`src/rtl/cfg_write_arbiter.sv`:
```
`default_nettype none
// ============================================================================
// Module      : cfg_write_arbiter
// Description : Two-port round-robin write arbiter for a config register bank.
//               Optional shadow bank with atomic commit (macro CFG_SHADOW_EN).
// Revision    : 1.0
// ============================================================================
module cfg_write_arbiter #(
    parameter int NUM_REGS = 5,
    parameter int ADDR_W   = 7,
    parameter int DATA_W   = 8
) (
    input  logic                       clk,
    input  logic                       rst,
    input  logic                       req0_vld,
    input  logic [ADDR_W-1:0]          req0_addr,
    input  logic [DATA_W-1:0]          req0_data,
    output logic                       ack0,
    output logic                       err0,
    input  logic                       req1_vld,
    input  logic [ADDR_W-1:0]          req1_addr,
    input  logic [DATA_W-1:0]          req1_data,
    output logic                       ack1,
    output logic                       err1,
    input  logic                       commit,
    output logic [NUM_REGS*DATA_W-1:0] cfg_q,
    output logic                       dirty,
    output logic                       busy
);

    localparam logic [ADDR_W-1:0] c_REG_LIMIT = ADDR_W'(NUM_REGS);

    typedef enum logic [1:0] {
        S_IDLE  = 2'd0,
        S_CHECK = 2'd1,
        S_WRITE = 2'd2,
        S_HOLD  = 2'd3
    } state_t;

    state_t              state_q, state_d;
    logic                sel_q, sel_d;
    logic                last_q, last_d;
    logic [ADDR_W-1:0]   addr_q, addr_d;
    logic [DATA_W-1:0]   data_q, data_d;
    logic                ack0_q, ack0_d;
    logic                ack1_q, ack1_d;
    logic                err0_q, err0_d;
    logic                err1_q, err1_d;
    logic                write_en;
    logic                pick;
    logic                sel_vld;

    always_ff @(posedge clk or posedge rst) begin
        if (rst) begin
            state_q <= S_IDLE;
            sel_q   <= 1'b0;
            last_q  <= 1'b1;
            addr_q  <= '0;
            data_q  <= '0;
            ack0_q  <= 1'b0;
            ack1_q  <= 1'b0;
            err0_q  <= 1'b0;
            err1_q  <= 1'b0;
        end else begin
            state_q <= state_d;
            sel_q   <= sel_d;
            last_q  <= last_d;
            addr_q  <= addr_d;
            data_q  <= data_d;
            ack0_q  <= ack0_d;
            ack1_q  <= ack1_d;
            err0_q  <= err0_d;
            err1_q  <= err1_d;
        end
    end

    always_comb begin
        state_d  = state_q;
        sel_d    = sel_q;
        last_d   = last_q;
        addr_d   = addr_q;
        data_d   = data_q;
        ack0_d   = 1'b0;
        ack1_d   = 1'b0;
        err0_d   = 1'b0;
        err1_d   = 1'b0;
        write_en = 1'b0;
        pick     = 1'b0;
        sel_vld  = sel_q ? req1_vld : req0_vld;

        case (state_q)
            S_IDLE: begin
                if (req0_vld || req1_vld) begin
                    // On a tie the port that did not win the last write goes first.
                    if (req0_vld && req1_vld) begin
                        pick = ~last_q;
                    end else begin
                        pick = req1_vld;
                    end
                    sel_d   = pick;
                    addr_d  = pick ? req1_addr : req0_addr;
                    data_d  = pick ? req1_data : req0_data;
                    state_d = S_CHECK;
                end
            end
            S_CHECK: begin
                if (addr_q < c_REG_LIMIT) begin
                    state_d = S_WRITE;
                end else begin
                    err0_d  = ~sel_q;
                    err1_d  = sel_q;
                    state_d = S_HOLD;
                end
            end
            S_WRITE: begin
                write_en = 1'b1;
                ack0_d   = ~sel_q;
                ack1_d   = sel_q;
                last_d   = sel_q;
                state_d  = S_HOLD;
            end
            S_HOLD: begin
                // Wait for the granted master to release so a held request is not replayed.
                if (!sel_vld) begin
                    state_d = S_IDLE;
                end
            end
            default: begin
                state_d = S_IDLE;
            end
        endcase
    end

`ifdef CFG_SHADOW_EN
    logic [NUM_REGS*DATA_W-1:0] shadow_q;
    logic                       dirty_q;

    // Commit copies the pre-write shadow, so a same-edge write stays pending.
    always_ff @(posedge clk or posedge rst) begin
        if (rst) begin
            shadow_q <= '0;
            cfg_q    <= '0;
            dirty_q  <= 1'b0;
        end else begin
            if (commit && dirty_q) begin
                cfg_q <= shadow_q;
            end
            if (write_en) begin
                for (int k = 0; k < NUM_REGS; k++) begin
                    if (addr_q == ADDR_W'(k)) begin
                        shadow_q[k*DATA_W +: DATA_W] <= data_q;
                    end
                end
                dirty_q <= 1'b1;
            end else if (commit && dirty_q) begin
                dirty_q <= 1'b0;
            end
        end
    end

    assign dirty = dirty_q;
`else
    logic unused_commit;

    always_ff @(posedge clk or posedge rst) begin
        if (rst) begin
            cfg_q <= '0;
        end else if (write_en) begin
            for (int k = 0; k < NUM_REGS; k++) begin
                if (addr_q == ADDR_W'(k)) begin
                    cfg_q[k*DATA_W +: DATA_W] <= data_q;
                end
            end
        end
    end

    assign unused_commit = commit;
    assign dirty         = 1'b0;
`endif

    assign ack0 = ack0_q;
    assign ack1 = ack1_q;
    assign err0 = err0_q;
    assign err1 = err1_q;
    assign busy = (state_q != S_IDLE);

endmodule
`default_nettype wire

```
`config.mk`:
```
export PLATFORM = sky130hd
export DESIGN_NAME = cfg_write_arbiter
export DESIGN_NICKNAME = d
export VERILOG_FILES = /design/src/rtl/cfg_write_arbiter.sv
export SDC_FILE = /design/constraint.sdc
export NUM_CORES = 1
export LEC_CHECK = 0
export ABC_AREA = 0
export CAP_MARGIN = 20
export CORE_ASPECT_RATIO = 1.4
export CORE_MARGIN = 10
export CORE_UTILIZATION = 50
export CTS_CLUSTER_DIAMETER = 80
export DETAILED_ROUTE_END_ITERATION = 7
export GPL_TIMING_DRIVEN = 0
export MAX_ROUTING_LAYER = met4
export PLACE_DENSITY = 0.82
export SYNTH_ARGS = -nofsm -noshare
export SYNTH_HDL_FRONTEND = slang
export SYNTH_SLANG_ARGS = --single-unit
```
`constraint.sdc`:
```
create_clock -name clk -period 3.2 [get_ports clk]
set_clock_uncertainty 0.1 [all_clocks]
set_input_delay 0.64 -clock clk [delete_from_list [all_inputs] [get_ports clk]]
set_output_delay 0.64 -clock clk [all_outputs]
set_load 0.05 [all_outputs]
```
==> results of run 1 <==
==> kinds of logic after synthesis <==
kind of cell,count (synthesis)
other,1
flip-flops,63
buffers and inverters,11
AO/OA/AOI/OAI,24
adder cells (fa/ha/maj),4
multiplexers,58
AND/OR/NAND/NOR,29
==> layer usage <==
| metal | vias up | GRT usage (%) | wire length [µm] |
|---|---|---|---|
| met5 | - | - | 0 |
| met4 | 0 | 6.70 | 126 |
| met3 | 10 | 4.22 | 296 |
| met2 | 53 | 26.9 | 3340 |
| met1 | 900 | 15.7 | 2340 |
| li1 | 850 | - | - |
==> area by class of cell <==
cell class | instances | area (µm²) | area share [%]
sequential | 63 | 1580 | 42.6
multi-input combinational | 116 | 1020 | 27.5
timing repair buffer | 79 | 801 | 21.6
clock buffer | 9 | 124 | 3.35
tap | 66 | 82.6 | 2.23
clock inverter | 7 | 50.0 | 1.35
buffer | 7 | 32.5 | 0.879
inverter | 4 | 15.0 | 0.406
==> placed cells by master, fill, tap and decap left out, drive strengths merged <==
cell type       n
a211o           1
a21boi          2
a21oi           1
a221oi          1
a22o            1
and2            2
buf             4
clkbuf         13
clkdlybuf4s50  78
clkinv          7
conb            1
dfrtp          62
dfstp           1
ha              4
inv             4
mux2           43
mux2i          15
nand2          15
nand4           3
nand4b          2
nor2            2
nor2b           3
nor3b           1
nor4            1
o21ai          17
o22a            1
==> metrics by stage <==
step	hold WS (ns)	cell area [µm²]	worst slack, ns	utilization, %	total power [mW]
finish	0.406	3700	0.483	71.8	3.90
global route	0.415	3700	0.390	71.8	4.11
CTS	0.410	3700	0.452	71.8	3.96
detailed placement	0.393	3530	0.617	68.4	3.35
global placement	0.387	3510	-0.147	68.0	3.29
floorplan	0.389	2650	0.892	-	2.66
==> sequential cells by signal, summed over array words and instances (netlist names) <==
name / count
sel_q: 1
data_q: 8
addr_q: 7
err1: 1
ack1: 1
state_q: 2
ack0: 1
err0: 1
cfg_q: 40
last_q: 1
==> path summary, 6_finish.rpt <==
kind | to | slack (ns) | cells past startpoint
setup / recovery | busy | 0.48 | 4
hold / removal | cfg_q[28]$_DFFE_PP0P_ | 0.41 | 1
setup reg to reg | cfg_q[13]$_DFFE_PP0P_ | 1.17 | 5
hold reg to reg | cfg_q[28]$_DFFE_PP0P_ | 0.41 | 1
max in group asynchronous | last_q$_DFFE_PP1P_ | 1.72 | 3
min in group asynchronous | cfg_q[14]$_DFFE_PP0P_ | 0.61 | 2
==> power by group through the flow <==
stage          logic (mW)  registers, mW  clock network (mW)
6_report             1.93           1.38               0.598
5_1_grt              2.04           1.43               0.641
4_1_cts              1.96           1.38               0.617
3_5_place_dp         1.95           1.40                   0
3_3_place_gp         1.91           1.38                   0
2_1_floorplan       0.562           2.10                   0
==> results summary, run 1 <==
The total global routing overflow is 0. The via count is 1813. In this run the vertical extent of the chip is between 100 and 150 µm.

In this run the critical register-to-register path is launched from state_q[0]$_DFFE_PP0P_. In this run the worst path has a maximum fanout of 5. The post-detailed-route via-to-cell ratio came out at 5.17. The async set or reset register ratio after synthesis came out at 100%. Combinational logic burns roughly half of the power. The worst path in the final design needs a cycle of ~2.7 ns, including I/O delays and setup. The critical path start-end classification is flip-flop to output pin. The post-detailed-route wirelength per cell is 17.4 µm.

The number of register bits inferred by synthesis came out at 63. The worst hold path belongs to the class flip-flop to flip-flop. Clock tree synthesis selected as its root buffer the cell sky130_fd_sc_hd__clkbuf_8. The number of nets in the finished design is around 320. The launch point of the critical path is state_q[0]$_DFFE_PP0P_. The die covers between 8000 and 9000 µm².

The simple logic cell fraction of the synthesized area came out at 7.24%. sky130_fd_sc_hd__dfrtp_1 takes more of the synthesized area than any other cell. The number of hold buffers added after CTS was 0. The cell total after placement came out at roughly 340.

The worst ir drop on vdd came out at ~0.50 mV. The final total negative setup slack came out at 0 ns. The pin count of the biggest net entering global routing is 33. The Yosys warning count is 0. The share of the Yosys chip area taken by registers is approximately 60%. The first-pass GRT wire length came out at 9850 µm. After the first detailed-routing iteration, the DRC count stood at 63. Synthesis produced a netlist with a net count of about 230. The share of the synthesized area in compound gates (AO/OA/AOI/OAI) came out at under 10%. The combinational family with the most area after synthesis is multiplexers. The final estimated routing congestion in global placement came out at around 0.77. The arithmetic-cell share of the synthesized area counting full adders, half adders and majority gates came out at ~1.9%. The worst hold path begins at cfg_q[28]$_DFFE_PP0P_. Counting every sink on the clock net gives 63. For this run, design rule violations remaining after detail routing come to 0. STA classifies the critical path endpoint as an output pin. The cell with the most instances after synthesis is sky130_fd_sc_hd__dfrtp_1.

The number of port buffers came out at 78. The switching power is 1.77 mW. The post-CTS repair timing setup buffer count came out at 0. The final count of hold timing violations came out at 0.

The total half-perimeter wirelength after legalization and detailed placement came out at between 4000 and 5000 µm. The number of fill cells in the layout is ~380. The via count of the first global-routing pass is 1958. For the worst setup path, the data required time is around 2.5 ns. The share of synthesized area spent on multiplexers came out at a little under a quarter.

Of the total power, the clock network draws between 10% and 20%. The clock slew at the register clock pins of the worst setup and hold paths is roughly 0.070 ns. The fraction of synthesized cell area taken by the top area cell type is approximately three fifths. The cell leakage power is around 1.8 nW. The level count of the clock H-tree came out at 3. The arrival time at the worst endpoint came out at between 1.5 and 2 ns.

The largest buffer count on any clock path came out at 2. Setup repair after global routing left no endpoint under its margin. Dividing the final minimum period by the clock period gives 84.9%. The distinct cell type count after synthesis is 25. After synthesis the cells add up to approximately 2600 µm². The synthesized area per cell came out at about 14 µm². The I/O pin count is 81.

The global-route usage over all layers came out at between 10% and 20%. Ranked by instance count, the synthesized netlist is headed by 62 x sky130_fd_sc_hd__dfrtp_1, 43 x sky130_fd_sc_hd__mux2_2, 17 x sky130_fd_sc_hd__o21ai_0, 15 x sky130_fd_sc_hd__mux2i_1, 15 x sky130_fd_sc_hd__nand2_1. The number of enable-type register cells in the synthesized netlist is 0. In this run the remaining antenna-violating nets after routing total 0. The total iterations of the first detailed-routing run came out at 4. Net switching is about 45% of the power.

The total wirelength of the detailed-routed design is approximately 6100 µm. The worst setup path is launched from a flip-flop. The internal portion of the total power is 2.14 mW. The flow ran to the end, and the final reports show no timing, DRC or antenna violations.

Setup violations remaining at the end of the flow were counted as 0. Derived from the worst setup path, the maximum achievable clock frequency is approximately 0.37 GHz. The horizontal extent of the die came out at between 80 and 90 µm. The number of slew-limit violations in the final report came out at 0.

The layout overhead on the synthesized area is 40.0%. On the critical path, the stage with the largest delay is an instance of sky130_fd_sc_hd__clkdlybuf4s50_1. Once the floorplan was initialized, standard cells occupied 51.3% of the core. The sum of buffers and inverters on the critical path came out at 3.

The number of antenna violations at the first check in global routing is 0. In this design, the critical path's most frequently occurring cell is sky130_fd_sc_hd__inv_1. The category of cells accounting for the largest share of critical-path delay is buffers and inverters. Traced cell by cell, the critical path runs through inv_1, ha_1, inv_1, clkdlybuf4s50_1. The dominant synthesized flop cell is sky130_fd_sc_hd__dfrtp_1. The slew of the pin with the lowest slew margin is between 0.6 and 0.7 ns. The number of antenna diodes in the final layout is 0. The number of cells produced by synthesis came out at 190. The worst slew margin relative to its limit is a little under three fifths.

The number of buffers created by CTS came out at 9. The insertion delay to the later sink of the worst-skew pair is about 0.34 ns. The count of standard-cell rows came out at 31. The post-cts resize count came out at 0.

In this run, flip-flops and latches consume between 30% and 40% of the power. Power spread over the standard cell area amounts to 1050 nW/µm². TritonCTS built the clock tree.

The number of max-cap violations is 0. The total area inside the core boundary comes to around 5200 µm². The final non-filler cell total is roughly 350. The share of cells above drive strength 1 came out at between 20% and 30%. The synthesized-area fraction occupied by xor and xnor cells is 0%. By area the synthesized netlist is led by sky130_fd_sc_hd__dfrtp_1 59%, sky130_fd_sc_hd__mux2_2 18%, sky130_fd_sc_hd__mux2i_1 5.7%.

The delay of the slowest cell on the worst path is 0.80 ns.
No activity file was read; power rests on OpenSTA's default activity.
==> run 2, diff against run 1 <==
CORE_UTILIZATION = 46   (was 50)
PLACE_DENSITY = 0.76   (was 0.82)
clock period = 2.8 ns   (was 3.2 ns; I/O delays follow)
==> results summary, run 2 (synthesis results as in run 1) <==
The worst reg2reg path depth is 5 (unchanged). The clock share of power is 19.9% (+4.6 points). The I/O pin count is 81 (unchanged).

The level count of the clock H-tree came to 3 (unchanged). The switching power was 2.01 mW (+14%). The worst setup path is of the flip-flop to output pin kind.

The pin count of the biggest net entering global routing is 35 (+6.1%). The final estimated routing congestion in global placement is 0.764 (-0.24%). The power share of the combinational group is 46.6% (-2.7 points).

The number of slew-limit violations in the final report came to 0 (unchanged). The run finished with clean final reports. The delay of the slowest cell on the worst path came out at 0.81 ns (about the same). The count of standard-cell rows came out at 32 (+3.2%).

The largest registers in the layout are cfg_q x40, data_q x8, addr_q x7. The internal power summed over all cells is 2.74 mW (+28%). The top cell types in the final layout, fill and taps aside, are 78 x sky130_fd_sc_hd__clkdlybuf4s50_1, 62 x sky130_fd_sc_hd__dfrtp_1, 43 x sky130_fd_sc_hd__mux2_2. The via count was 1813 (unchanged).

The worst hold path begins at cfg_q[3]$_DFFE_PP0P_. The cell leakage power was 1.79 nW (+1.4%). The number of violations reported at the end of detailed-routing iteration 0 is 69 (+9.5%).

The global-route usage over all layers is 14.8% (-0.70 points). The clock slew at the register clock pins of the worst setup and hold paths came to 0.07 ns (about the same). The number of port buffers is 78 (unchanged).

The number of sinks handled by clock tree synthesis came out at 63 (unchanged). The final count of negative-setup-slack endpoints is 0 (unchanged). The sum of buffers and inverters on the critical path came out at 3 (unchanged). The number of nets in the finished design is 319 (unchanged). The number of antenna violations at the first check in global routing is 0 (unchanged).

The total half-perimeter wirelength after legalization and detailed placement came to 4860 µm (+4.0%). The switching power share of the total came out at 42.3% (-3.0 points). The critical path data required time is 2.14 ns (-0.32 ns). The number of design rule violations left after detail routing came out at 0 (unchanged).

In this design, the critical path's most frequently occurring cell is sky130_fd_sc_hd__inv_1. The total power after layout is 4.74 mW (+22%). The share of cells above drive strength 1 came out at 23.9% (-1.1 points). The area enclosed by the die boundary is 9230 µm² (+6.8%).

The path with the worst hold slack has its endpoint at cfg_q[3]$_DFFE_PP0P_. The shortest clock period the worst path allows after layout is between 2 and 3 ns. The worst slack at placement is 0.303 ns (-0.314 ns).

The final total negative setup slack came out at 0 ns (unchanged). The insertion delay to the later sink of the worst-skew pair was 0.34 ns (about the same). The signal on the critical path passes through inv_1, ha_1, inv_1, clkdlybuf4s50_1. The layout overhead on the synthesized area is 42.5%. The register-to-register setup slack is 0.71 ns (-0.46 ns). The total iterations of the first detailed-routing run came to 4 (unchanged).

The post-detailed-route via-to-cell ratio is 5.14 (-0.57%). The largest buffer count on any clock path was 2 (unchanged). The total global routing overflow came out at 0 (unchanged).

The worst register-to-register path begins at state_q[0]$_DFFE_PP0P_. The vertical die dimension came out at 110 µm (+3.5%). The sequential power share is 33.5% (-1.9 points). The cell count of the worst hold path is 1 (unchanged). The horizontal extent of the die is 84.1 µm (+3.2%). The final count of hold timing violations came out at 0 (unchanged). More flip-flops sit in one register than any other, and that register is cfg_q. The power density over the cells is 1260 nW/µm² (+19%).

The portion of the clock cycle consumed by the worst path in the final layout came out at a little over nine tenths. The kind of launch point of the worst setup path is a flip-flop. The post-route antenna net violation count came out at 0 (unchanged). The path class of the tightest hold or removal check is flip-flop to flip-flop.

The post-cts resize count was 0 (unchanged). The worst register-to-register path ends at cfg_q[37]$_DFFE_PP0P_. The flip-flop count of the largest register, all copies and words added is 40 (unchanged). The root buffer cell chosen for the clock tree is sky130_fd_sc_hd__clkbuf_8. The starting density of the core came out at 47.5% (-3.7 points). Setup repair after global routing left no endpoint under its margin. The nature of the critical path endpoint is an output pin. The via count of the first global-routing pass came out at 1987 (+1.5%). The post-detailed-route wirelength per cell came out at 18.1 µm (+3.7%).

The arrival time at the worst endpoint came to 1.99 ns (about the same). The largest fanout on the critical path is 5 (unchanged). The number of buffers created by CTS came out at 9 (unchanged). The final non-filler cell total is 353 (+0.57%). The worst ir drop on vdd came to 0.623 mV (+24%).

The hold buffer count at cts came out at 0 (unchanged). The cell total after placement is 337 (+0.60%). On the critical path the largest part of the delay comes from buffers and inverters. The slew of the pin with the lowest slew margin is 0.658 ns (-0.00378 ns).

The total wirelength of the detailed-routed design came out at 6370 µm (+4.3%). The first-pass GRT wire length came out at 10400 µm (+6.0%). The antenna diode count came out at 0 (unchanged). The most common cell after layout, fill and taps aside is sky130_fd_sc_hd__clkdlybuf4s50_1.

The standard cell with the maximum stage delay on the critical path is sky130_fd_sc_hd__clkdlybuf4s50_1. The floorplan core area is 5570 µm² (+7.9%). The number of max-cap violations came to 0 (unchanged). The worst slew margin relative to its limit came out at 56.1% (+0.25 points). The post-CTS repair timing setup buffer count is 0 (unchanged).

The final critical-path setup slack came to 0.147 ns (-0.335 ns). TritonCTS built the clock tree. Timing would allow up to around 0.38 GHz.
run 2: cell types whose count changed in the layout (fill, tap and decap cells not counted):
cell                        change
sky130_fd_sc_hd__clkinv_2       -3
sky130_fd_sc_hd__clkbuf_1       +3
sky130_fd_sc_hd__clkinv_4       -4
sky130_fd_sc_hd__clkbuf_8       +1
sky130_fd_sc_hd__bufinv_16      +3
run 2: power by group through the flow:
stage / logic (mW) / clock network (mW) / registers, mW
after floorplan: 0.642 / 0 / 2.39
after global placement: 2.19 / 0 / 1.58
after detailed placement: 2.24 / 0 / 1.60
after CTS: 2.25 / 0.958 / 1.59
after global routing: 2.34 / 0.998 / 1.66
final: 2.21 / 0.946 / 1.59
run 2: per-layer routing:
layer,global-route usage [%],part of all wire [%],vias up
li1,-,-,851
met5,-,0,-
met4,5.40,1.6,0
met1,15.4,38,897
met2,25.0,54,56
met3,5.77,6.1,9
run 2: final cells by class:
type / count / area (µm²)
clock inverters: 3 / 90.1
multi-input cells: 116 / 1020
repair buffers: 79 / 801
flip-flops and latches: 63 / 1580
clock buffers: 13 / 149
well taps: 68 / 85.1
fillers: 440 / 1800
inverters: 4 / 15.0
plain buffers: 7 / 32.5
run 2: per-stage QoR:
step | hold slack [ns] | instance area (µm²) | utilization (%)
CTS | 0.407 | 3770 | 67.7
global route | 0.420 | 3770 | 67.7
finish | 0.405 | 3770 | 67.7
detailed placement | 0.392 | 3530 | 63.4
floorplan | 0.389 | 2650 | -
global placement | 0.387 | 3510 | 63.1
run 2: worst max path at each step:
stage	from	to	slack [ns]	cells past startpoint
after global placement	rst	cfg_q[0]$_DFFE_PP0P_	-0.47	2
final	state_q[0]$_DFFE_PP0P_	busy	0.15	4
after CTS	state_q[0]$_DFFE_PP0P_	busy	0.14	4
after floorplan	rst	ack0$_DFF_PP0_	0.57	1
after detailed placement	req1_vld	data_q[3]$_DFFE_PP0P_	0.30	6
after global routing	state_q[0]$_DFFE_PP0P_	busy	0.05	4
